`src/rtl/mul_secuencial.sv`:
```
`default_nettype none
// ============================================================================
//  Module      : mul_secuencial
//  Description : Sequential shift-add multiplier. It has one WIDTH-bit adder
//                row and performs one iteration per cycle, so a WIDTH x WIDTH
//                product takes WIDTH cycles. Operation is controlled by a
//                start/busy/done handshake. The 2*WIDTH-bit product is
//                registered and held until the next operation completes.
//                Macro MUL_SIGNED_EN : when defined, X, Y and P are two's
//                complement (arithmetic shift, last partial product
//                subtracted). When undefined, only the unsigned datapath is
//                built.
//  Revision    : 1.0 - initial release
// ============================================================================
module mul_secuencial #(
    parameter int WIDTH = 4
) (
    input  logic                 clk,
    input  logic                 rst,
    input  logic                 start,
    input  logic [WIDTH-1:0]     X,
    input  logic [WIDTH-1:0]     Y,
    output logic                 busy,
    output logic                 done,
    output logic [2*WIDTH-1:0]   P
);

    // ------------------------------------------------------------------------
    // Constants
    // ------------------------------------------------------------------------
    localparam int                 c_CNT_W    = $clog2(WIDTH + 1);
    localparam logic [c_CNT_W-1:0] c_CNT_LAST = c_CNT_W'(WIDTH - 1);
    localparam logic [c_CNT_W-1:0] c_CNT_ONE  = c_CNT_W'(1);

    localparam logic [1:0] c_IDLE = 2'd0;
    localparam logic [1:0] c_CALC = 2'd1;
    localparam logic [1:0] c_DONE = 2'd2;

    // Reject meaningless widths at elaboration time
    generate
        if (WIDTH < 2) begin : g_width_check
            $error("mul_secuencial: WIDTH must be at least 2");
        end
    endgenerate

    // ------------------------------------------------------------------------
    // State and datapath registers
    // ------------------------------------------------------------------------
    logic [1:0]           r_state;
    logic [WIDTH-1:0]     r_m;      // multiplicand, frozen for the operation
    logic [WIDTH-1:0]     r_q;      // multiplier, shifted out as product LSBs
    logic [WIDTH:0]       r_a;      // accumulator, one guard bit wide
    logic [c_CNT_W-1:0]   r_cnt;    // iteration index
    logic [2*WIDTH-1:0]   r_p;      // product held for the consumer

    // ------------------------------------------------------------------------
    // Combinational signals
    // ------------------------------------------------------------------------
    logic [1:0]           w_state_nxt;
    logic                 w_accept;
    logic                 w_calc;
    logic                 w_last;
    logic [WIDTH:0]       w_addend;
    logic [WIDTH:0]       w_sum;
    logic                 w_fill;
    logic [WIDTH:0]       w_a_shift;
    logic [WIDTH-1:0]     w_q_shift;

    // A start is accepted whenever no multiplication is in flight. This
    // includes the DONE cycle, so back-to-back operations need no idle gap.
    assign w_calc   = (r_state == c_CALC);
    assign w_accept = start && !w_calc;
    assign w_last   = (r_cnt == c_CNT_LAST);

    // One iteration: conditionally add the multiplicand, then shift {A,Q} right
    always_comb begin
        w_addend = {1'b0, r_m};
        w_sum    = r_a;
        w_fill   = 1'b0;
`ifdef MUL_SIGNED_EN
        // The multiplier MSB has weight -2^(N-1), so the last partial
        // product is subtracted. The shift replicates the accumulator sign.
        w_addend = {r_m[WIDTH-1], r_m};
        if (r_q[0]) begin
            if (w_last) begin
                w_sum = r_a - w_addend;
            end else begin
                w_sum = r_a + w_addend;
            end
        end
        w_fill   = w_sum[WIDTH];
`else
        // The guard bit absorbs the carry, so the sum never overflows
        if (r_q[0]) begin
            w_sum = r_a + w_addend;
        end
`endif
        w_a_shift = {w_fill, w_sum[WIDTH:1]};
        w_q_shift = {w_sum[0], r_q[WIDTH-1:1]};
    end

    // Next-state decode for the IDLE -> CALC -> DONE sequence
    always_comb begin
        w_state_nxt = r_state;
        case (r_state)
            c_IDLE: begin
                if (start) begin
                    w_state_nxt = c_CALC;
                end
            end
            c_CALC: begin
                if (w_last) begin
                    w_state_nxt = c_DONE;
                end
            end
            c_DONE: begin
                w_state_nxt = start ? c_CALC : c_IDLE;
            end
            default: begin
                w_state_nxt = c_IDLE;
            end
        endcase
    end

    // Control state register. Async reset aborts any operation in flight.
    always_ff @(posedge clk or posedge rst) begin
        if (rst) begin
            r_state <= c_IDLE;
        end else begin
            r_state <= w_state_nxt;
        end
    end

    // Operand capture on acceptance, then one shift-add step per CALC cycle
    always_ff @(posedge clk or posedge rst) begin
        if (rst) begin
            r_m   <= '0;
            r_q   <= '0;
            r_a   <= '0;
            r_cnt <= '0;
        end else if (w_accept) begin
            r_m   <= X;
            r_q   <= Y;
            r_a   <= '0;
            r_cnt <= '0;
        end else if (w_calc) begin
            r_a   <= w_a_shift;
            r_q   <= w_q_shift;
            r_cnt <= r_cnt + c_CNT_ONE;
        end
    end

    // The product register loads only on the last step, which is the entry
    // into DONE. It holds through IDLE and through the next CALC.
    always_ff @(posedge clk or posedge rst) begin
        if (rst) begin
            r_p <= '0;
        end else if (w_calc && w_last) begin
            r_p <= {w_a_shift[WIDTH-1:0], w_q_shift};
        end
    end

    // ------------------------------------------------------------------------
    // Outputs
    // ------------------------------------------------------------------------
    assign busy = w_calc;
    assign done = (r_state == c_DONE);
    assign P    = r_p;

endmodule
`default_nettype wire

```
`config.mk`:
```
export PLATFORM = sky130hd
export DESIGN_NAME = mul_secuencial
export DESIGN_NICKNAME = d
export VERILOG_FILES = /design/src/rtl/mul_secuencial.sv
export SDC_FILE = /design/constraint.sdc
export NUM_CORES = 1
export LEC_CHECK = 0
export CORE_ASPECT_RATIO = 0.5
export CORE_UTILIZATION = 35
export DETAILED_ROUTE_END_ITERATION = 16
export SKIP_CTS_REPAIR_TIMING = 1
export SKIP_LAST_GASP = 1
export SYNTH_ARGS = -nofsm -noshare
export SYNTH_HDL_FRONTEND = slang
export SYNTH_SLANG_ARGS = --single-unit
```
`constraint.sdc`:
```
create_clock -name clk -period 1.55 [get_ports clk]
set_clock_uncertainty 0.05 [all_clocks]
set_input_delay 0.2325 -clock clk [delete_from_list [all_inputs] [get_ports clk]]
set_output_delay 0.2325 -clock clk [all_outputs]
set_load 0.01 [all_outputs]
```
==> impl_metrics.tcl <==
set metrics [dict create \
    failed_checks "setup timing" \
    critPathArrivalTime_ns 1.72 \
    ys_ff_latch 25 \
    cp-end-kind "register" \
    num_rows 14 \
    ant_nets 0 \
    die-area_um2 3690 \
    wl_per_cell_um 13.2 \
    ys_seq_area_share_pct 52.0 \
    drive_gt1_share_pct 26.7 \
    report.final.setup_viol 5 \
    antenna_found_initial 0 \
    p_leak_nw 0.829 \
    pwr_density_cell_nw_per_um2 1810 \
    synthesis.nets 125 \
    peakVddDrop_mv 0.696 \
    cp_max_fo 2 \
    drc 0 \
    nets 165 \
    fmaxAchievable_mhz 621 \
    io_pins 21 \
    grtUsageTotal_pct 14.7 \
    portBuffers 20 \
    required_ns 1.66 \
    grt_pass1_vias 915 \
    whs_ns 0.267 \
    hold_violations 0 \
    vias_per_cell 4.84 \
    ctsLongestPathBuffers 2 \
    min_period_ns 1.61 \
    slew_headroom_pct 78.6 \
    vias 900 \
    status "finished with violations" \
    syn_inst 107 \
    die-width_um 84.9 \
    drt-pass1-iter-count 4 \
    final_util_pct 54.2 \
    grt_max_degree 26 \
    tightestPinTransition_ns 0.321 \
    maxCapViolations 0 \
    layout_common_cells "25 x dfrtp_1, 18 x clkdlybuf4s50_1, 18 x buf_4" \
    maxSlewViolCount 0 \
    cts_root_buf "clkbuf_8" \
    timing.final.ws_setup_ns -0.0607 \
    cts_buffers 3 \
    synth_area_um2 1200 \
    drt-total-wl_um 2460 \
    place.gp.congestion 0.754 \
    yosysWarnings 0 \
    grt.overflow.total 0 \
    grt_setup_unrepaired "true" \
    chipHeight_um 43.5 \
    first_iter_violations 24 \
    crit_type "register to register" \
    clk_latency_ns 0.26 \
    dpl.hpwl_um 1810 \
    critPathLaunchType "register" \
    n_antenna_cell 0 \
    grt_pass1_wl_um 4110 \
    finalPower_mw 3.07 \
    cts.sinks 25 \
    yosysUniqueCellTypes 24 \
    avgSynthCellArea_um2 11.2 \
    layout_commonest_cell "dfrtp_1" \
    fin_crit_sh_pct 104 \
    start_util_pct 38.4 \
    path_clk_slew_ns 0.08 \
    cts_tree "yes" \
    hold_class "primary input to async pin" \
    cts_max_level 1 \
    core_region_area_um2 3140 \
    area.growth.synth_to_final_pct 41.1 \
]
==> worst paths after layout <==
kind / from / endpoint / slack, ns / cells after the start
hold reg to reg: P[5] / P[5] / 0.43 / 2
hold / removal: rst / P[0] / 0.27 / 3
setup / recovery: r_m[0] / P[7] / -0.06 / 5
max in group asynchronous: rst / r_a[1] / 0.94 / 3
setup reg to reg: r_m[0] / P[7] / -0.06 / 5
min in group clk: P[5] / P[5] / 0.43 / 2
==> routing by layer <==
layer  GRT usage (%)  vias to the layer above  share of wire [%]
met2            24.4                       11                 45
met1            19.5                      437                 52
li1                -                      450                  -
met5               0                        -                  0
met4            3.05                        0               0.77
met3            4.19                        2                2.7
==> power breakdown <==
part,switching [mW],total [mW],internal [mW]
Sequential,0.202,1.13,0.931
Clock,0.200,0.383,0.184
Combinational,0.677,1.55,0.876
==> registers in the layout (all words and copies together) (netlist names) <==
signal and cells:
P 8, r_a 4, r_cnt 3, r_m 4, r_q 4, r_state 2
==> kinds of logic after synthesis <==
logic type / after synthesis / synth area share (%)
XOR/XNOR: 1 / 0.728
adder cells (fa/ha/maj): 7 / 7.90
buffers and inverters: 10 / 3.74
AND/OR/NAND/NOR: 29 / 12.4
multiplexers: 16 / 14.1
AO/OA/AOI/OAI: 19 / 9.15
flip-flops: 25 / 52.0
==> critical path, stage by stage (launching register included) <==
cell,delay (ns)
dfrtp_1,0.39
ha_2,0.19
fa_2,0.37
a21oi_2,0.15
o21ai_1,0.09
mux2_2,0.26
==> through the flow <==
step / TNS, ns / instances / instance area (µm²) / worst slack, ns
after floorplan: -0.00112 / 107 / 1210 / -0.00112
after detailed placement: -0.404 / 178 / 1550 / -0.0945
after global placement: -0.305 / 178 / 1550 / -0.0757
final: -0.236 / 186 / 1700 / -0.0607
after CTS: -0.830 / 182 / 1600 / -0.182
after global routing: -0.612 / 186 / 1700 / -0.111
==> area by class of cell <==
class                   instances  area [µm²]
clock buffers                   4        45.0
fillers                       279        1440
repair buffers                 40         363
inverters                       5        18.8
flip-flops and latches         25         626
well taps                      40        50.0
multi-input cells              72         596
==> Yosys cell counts (all sizes together) <==
cell type / instances / area share, %
dfrtp: 25 / 52
nand2: 11 / 3.4
o21ai: 11 / 4.6
mux2: 8 / 7.5
mux2i: 8 / 6.7
nand3: 7 / 2.9
ha: 6 / 6.2
inv: 5 / 1.6
nor2b: 5 / 2.6
buf: 4 / 1.9
a21o: 2 / 1.2
a21oi: 2 / 0.83
and3: 2 / 1.0
or4: 2 / 1.2
a211oi: 1 / 0.62
clkbuf: 1 / 0.31
fa: 1 / 1.7
nand2b: 1 / 0.52
nand3b: 1 / 0.62
o2111ai: 1 / 0.73
o211ai: 1 / 0.62
o22ai: 1 / 0.52
xor2: 1 / 0.73
No activity file was read; power rests on OpenSTA's default activity.
